## src/rtl/fifo_uart_tx.sv

```systemverilog
// UART transmitter that pops words from the upstream FIFO and serialises them LSB first (8N1 default).
// Define UART_TX_PARITY_EN to append an even-parity bit between the data bits and the stop bit.
module fifo_uart_tx #(
    parameter int unsigned DATA_WIDTH   = 8,
    parameter int unsigned CLKS_PER_BIT = 868
) (
    input  logic                  clk,
    input  logic                  rst_n,
    input  logic                  fifo_empty,
    input  logic [DATA_WIDTH-1:0] fifo_data,
    output logic                  fifo_pop,
    output logic                  tx,
    output logic                  busy,
    output logic                  tx_done
);

    localparam int unsigned BAUD_W = (CLKS_PER_BIT > 1) ? $clog2(CLKS_PER_BIT) : 1;
    localparam int unsigned BIT_W  = (DATA_WIDTH > 1) ? $clog2(DATA_WIDTH) : 1;

    localparam logic [BAUD_W-1:0] BAUD_LAST = BAUD_W'(CLKS_PER_BIT - 1);
    localparam logic [BAUD_W-1:0] BAUD_DONE = BAUD_W'(CLKS_PER_BIT - 2);
    localparam logic [BIT_W-1:0]  BIT_LAST  = BIT_W'(DATA_WIDTH - 1);

    typedef enum logic [2:0] {
        IDLE,
        POP,
        LOAD,
        START,
        DATA,
`ifdef UART_TX_PARITY_EN
        PARITY,
`endif
        STOP
    } state_t;

    state_t                state, state_nx;
    logic                  tx_nx, pop_nx, done_nx, busy_nx;
    logic [DATA_WIDTH-1:0] shift, shift_nx;
    logic [BAUD_W-1:0]     baud_cnt, baud_nx;
    logic [BIT_W-1:0]      bit_idx, bit_nx;
`ifdef UART_TX_PARITY_EN
    logic                  parity_bit, parity_nx;
`endif

    // State and registered outputs; reset abandons any frame in flight
    always_ff @(posedge clk or negedge rst_n) begin
        if (!rst_n) begin
            state      <= IDLE;
            tx         <= 1'b1;
            busy       <= 1'b0;
            fifo_pop   <= 1'b0;
            tx_done    <= 1'b0;
            shift      <= '0;
            baud_cnt   <= '0;
            bit_idx    <= '0;
`ifdef UART_TX_PARITY_EN
            parity_bit <= 1'b0;
`endif
        end else begin
            state      <= state_nx;
            tx         <= tx_nx;
            busy       <= busy_nx;
            fifo_pop   <= pop_nx;
            tx_done    <= done_nx;
            shift      <= shift_nx;
            baud_cnt   <= baud_nx;
            bit_idx    <= bit_nx;
`ifdef UART_TX_PARITY_EN
            parity_bit <= parity_nx;
`endif
        end
    end

    // Next state plus the next value of every registered output
    always_comb begin
        state_nx  = state;
        tx_nx     = tx;
        pop_nx    = 1'b0;
        done_nx   = 1'b0;
        shift_nx  = shift;
        baud_nx   = baud_cnt;
        bit_nx    = bit_idx;
`ifdef UART_TX_PARITY_EN
        parity_nx = parity_bit;
`endif

        case (state)
            IDLE: begin
                tx_nx = 1'b1;
                if (!fifo_empty) begin
                    state_nx = POP;
                    pop_nx   = 1'b1;
                end
            end
            POP: begin
                state_nx = LOAD;
            end
            LOAD: begin
                // FIFO read data is valid in this cycle, one cycle after the pop edge
                shift_nx  = fifo_data;
`ifdef UART_TX_PARITY_EN
                parity_nx = ^fifo_data;
`endif
                baud_nx   = '0;
                tx_nx     = 1'b0;
                state_nx  = START;
            end
            START: begin
                if (baud_cnt == BAUD_LAST) begin
                    baud_nx  = '0;
                    bit_nx   = '0;
                    tx_nx    = shift[0];
                    shift_nx = shift >> 1;
                    state_nx = DATA;
                end else begin
                    baud_nx = baud_cnt + BAUD_W'(1);
                end
            end
            DATA: begin
                if (baud_cnt == BAUD_LAST) begin
                    baud_nx = '0;
                    if (bit_idx == BIT_LAST) begin
`ifdef UART_TX_PARITY_EN
                        tx_nx    = parity_bit;
                        state_nx = PARITY;
`else
                        tx_nx    = 1'b1;
                        state_nx = STOP;
`endif
                    end else begin
                        bit_nx   = bit_idx + BIT_W'(1);
                        tx_nx    = shift[0];
                        shift_nx = shift >> 1;
                    end
                end else begin
                    baud_nx = baud_cnt + BAUD_W'(1);
                end
            end
`ifdef UART_TX_PARITY_EN
            PARITY: begin
                if (baud_cnt == BAUD_LAST) begin
                    baud_nx  = '0;
                    tx_nx    = 1'b1;
                    state_nx = STOP;
                end else begin
                    baud_nx = baud_cnt + BAUD_W'(1);
                end
            end
`endif
            STOP: begin
                // Raise tx_done so it lands on the final stop-bit cycle
                if (baud_cnt == BAUD_DONE) begin
                    done_nx = 1'b1;
                end
                if (baud_cnt == BAUD_LAST) begin
                    baud_nx  = '0;
                    tx_nx    = 1'b1;
                    state_nx = IDLE;
                end else begin
                    baud_nx = baud_cnt + BAUD_W'(1);
                end
            end
            default: begin
                tx_nx    = 1'b1;
                state_nx = IDLE;
            end
        endcase

        busy_nx = (state_nx != IDLE);
    end

endmodule
```

## config.mk

```make
export PLATFORM = sky130hd
export DESIGN_NAME = fifo_uart_tx
export DESIGN_NICKNAME = d
export VERILOG_FILES = /design/src/rtl/fifo_uart_tx.sv
export SDC_FILE = /design/constraint.sdc
export NUM_CORES = 1
export LEC_CHECK = 0
export CAP_MARGIN = 5
export CORE_ASPECT_RATIO = 0.6
export CORE_MARGIN = 2
export CORE_UTILIZATION = 50
export CTS_CLUSTER_SIZE = 24
export DETAILED_ROUTE_END_ITERATION = 10
export PLACE_DENSITY = 0.76
export REMOVE_ABC_BUFFERS = 1
export SLEW_MARGIN = 20
export SYNTH_ARGS = -nofsm -noshare
export SYNTH_HDL_FRONTEND = slang
export SYNTH_SLANG_ARGS = --single-unit
```

## constraint.sdc

```tcl
create_clock -name clk -period 1.9 [get_ports clk]
set_input_delay 0.19 -clock clk [delete_from_list [all_inputs] [get_ports clk]]
set_output_delay 0.19 -clock clk [all_outputs]
set_load 0.05 [all_outputs]
```

==> run_results.csv <==
group,metric,value,unit
pwr,ir_drop,0.369,mV
timing,slew_viol_final,0,
timing,whs,291,ps
critical_path,path_class,"register to register",
global_routing,grt_overflow,0,
floorplanning,core_area,3220,um2
final_layout,finalNonFillerCells,257,
clock_tree,path_clk_slew,100,ps
clock_tree,htree_levels,1,
clock_tree,numCtsBuffers,3,
timing,tightest_slew,549,ps
hold_path,hold_class,"primary input to asynchronous set/reset pin",
final_layout,n_antenna_cell,0,
critical_path,rrSetupSlack,40,ps
yosys,synth.avg_cell_area,8.76,um2
timing,setup_viol,0,
yosys,synth-seq-cells,28,
timing,fin_crit,1860,ps
detailed_routing,drt_iter0_drc,128,
timing,min_period_over_period,97.7,%
critical_path,reg2reg_to,"bit_idx[0]",
floorplanning,die_y,48.8,um
critical_path,endpoint_kind,"register",
floorplanning,die_area,3840,um2
placement,hpwl,2850,um
final_layout,area_growth,19.7,%
placement,placed_cells,252,
floorplanning,rows,16,
final_layout,final_nets,228,
clock_tree,worstSkewPairLatency,270,ps
timing,max_freq,538,MHz
floorplanning,initial_core_util,51.9,%
critical_path,r2r-start,"baud_cnt[5]",
timing,skew,3.00,ps
clock_tree,cts_tree,"yes",
timing,final_hold_viol_count,0,
global_routing,gr-usage-all-layers,22.4,%
placement,gp_congestion,0.881,
detailed_routing,vias,1592,
yosys,synthDistinctLibCells,42,
clock_tree,root_buffer,"clkbuf_8",
detailed_routing,drt-total-wl,3990,um
critical_path,crit_fanout,6,
yosys,ys_warn_count,0,
clock_tree,hold_buffers,0,
yosys,ys_seq_area_share,41.9,%
critical_path,required,2070,ps
floorplanning,die_x,78.7,um
detailed_routing,post-route-drc-count,0,
floorplanning,io_pins,15,
status,outcome,"complete, no violations",
detailed_routing,drtAntennaViolNets,0,
detailed_routing,routedWlPerCell,15.5,um
pwr,powerDensity,570,nW/um2
yosys,syn_area,1670,um2
critical_path,start_kind,"register",
global_routing,grt_pass1_vias,1362,
yosys,netlist_instances,191,
timing,relSlewSlack,63.1,%
detailed_routing,vias_per_cell,6.19,
pwr,power.leakage,0.831,nW
global_routing,grt_max_degree,29,
critical_path,r2r_cells,4,
global_routing,grt_pass1_wl,6730,um
flow_run,drv_cap,0,
clock_tree,clk_path_buf_depth,2,
critical_path,arrival,2030,ps
final_layout,drive_gt1_share,12.7,%
detailed_routing,drtPass1Iterations,5,
clock_tree,numClockSinks,28,
global_routing,antenna_found_initial,0,
placement,place.port_buffers,14,
==> through the flow <==
stage	total power [mW]	setup TNS, ps	utilization (%)	area [um2]	setup WS [ps]
floorplan	0.641	-253	-	1620	-102
global placement	0.680	0	59.6	1920	136
detailed placement	0.682	0	59.6	1920	78.3
CTS	1.15	0	61.8	1990	36.6
global route	1.19	-8.94	62.2	2000	-8.94
finish	1.14	0	62.2	2000	42.9
==> Yosys cell counts <==
| cell | n | share of area (%) |
|---|---|---|
| a2111oi_0 | 2 | 1.0 |
| a21o_1 | 1 | 0.45 |
| a21oi_1 | 7 | 2.1 |
| a22o_1 | 2 | 1.0 |
| a2bb2oi_1 | 2 | 1.0 |
| a31oi_1 | 5 | 1.9 |
| a32oi_1 | 2 | 1.0 |
| and2_0 | 1 | 0.37 |
| and3_1 | 1 | 0.37 |
| and4b_1 | 1 | 0.60 |
| buf_2 | 2 | 0.60 |
| buf_6 | 1 | 0.67 |
| clkbuf_1 | 10 | 2.2 |
| dfrtp_1 | 27 | 40 |
| dfstp_2 | 1 | 1.6 |
| ha_1 | 4 | 3.0 |
| inv_1 | 7 | 1.6 |
| mux2_2 | 1 | 0.67 |
| mux2i_1 | 1 | 0.60 |
| nand2_1 | 17 | 3.8 |
| nand2b_1 | 2 | 0.75 |
| nand3_1 | 6 | 1.8 |
| nand3b_1 | 1 | 0.45 |
| nand4_1 | 3 | 1.1 |
| nor2_1 | 16 | 3.6 |
| nor3_1 | 4 | 1.2 |
| nor3b_1 | 8 | 3.6 |
| nor4_1 | 1 | 0.37 |
| nor4b_4 | 1 | 1.4 |
| nor4bb_1 | 1 | 0.60 |
| o211ai_1 | 1 | 0.45 |
| o21a_1 | 1 | 0.45 |
| o21ai_0 | 26 | 7.8 |
| o21ai_1 | 8 | 2.4 |
| o221ai_1 | 9 | 4.7 |
| o22ai_1 | 1 | 0.37 |
| o311ai_0 | 1 | 0.52 |
| o31a_1 | 1 | 0.52 |
| or2_1 | 1 | 0.37 |
| or3b_4 | 1 | 0.67 |
| or4b_4 | 1 | 0.82 |
| xnor2_1 | 2 | 1.0 |
==> cells by family after synthesis <==
family / share of synthesized area, %
compound gates: 25.8
simple gates: 21.9
buf+inv: 5.08
fa+ha+maj: 2.99
flops: 41.9
xor+xnor: 1.05
mux: 1.27
==> worst max-delay path: stages, from the launching register on <==
cell and delay, ps:
dfrtp_1 430, nor4bb_1 290, nand4_1 190, or4b_4 560, mux2_2 280
==> how the worst max path moves through the flow <==
| stage | slack, ps | cells after the start | start | endpoint |
|---|---|---|---|---|
| finish | 40 | 4 | baud_cnt[5] | bit_idx[0] |
| global route | -9 | 4 | baud_cnt[5] | bit_idx[0] |
| CTS | 40 | 6 | bit_idx[0] | bit_idx[0] |
| floorplan | -100 | 4 | state[0] | bit_idx[0] |
| global placement | 140 | 6 | bit_idx[0] | bit_idx[0] |
| detailed placement | 80 | 4 | baud_cnt[4] | bit_idx[0] |
==> sequential cells by signal, summed over array words and instances, names as in the netlist <==
register	cells
baud_cnt	10
bit_idx	3
busy	1
fifo_pop	1
shift	8
state	3
tx	1
tx_done	1
==> cell usage in the layout (no fill, tap or decap), drive strengths merged, types with 2 or more instances in the layout <==
cell type      count
nor3               4
o221ai             9
clkbuf             3
a2111oi            2
buf               17
inv                7
clkdlybuf4s50     13
nand4              3
nand3              6
a22o               2
nor3b              8
dfrtp             27
a32oi              2
o21ai             34
a2bb2oi            2
nor2              16
nand2b             2
a31oi              5
a21oi              7
xnor2              2
ha                 4
nand2             17
==> area by class of cell <==
type	instances	area [um2]
clock buffers	3	41.3
clock inverters	1	30.0
fillers	270	1220
inverters	7	26.3
multi-input cells	143	890
flip-flops and latches	28	702
well taps	45	56.3
repair buffers	30	258
==> report_power, final <==
part | leakage (nW) | switching [mW] | internal, mW
Clock | 0.0357 | 0.191 | 0.282
Combinational | 0.457 | 0.0261 | 0.0324
Sequential | 0.339 | 0.00670 | 0.604
==> metal layers <==
layer | share of wire (%) | vias to the layer above | track usage [%]
met5 | 0 | - | 0
met3 | 8.9 | 2 | 4.63
met2 | 42 | 69 | 30.5
met1 | 49 | 768 | 37.5
li1 | - | 753 | -
met4 | 0.38 | 0 | 1.75
==> repair_timing <==
item                                   in CTS  in global routing
setup endpoints to repair                   0                  1
gates resized for setup                     0                  1
setup buffers                               0                  1
endpoints found under the hold margin       0                  0
Note: power is estimated with default switching activity, not from simulation.
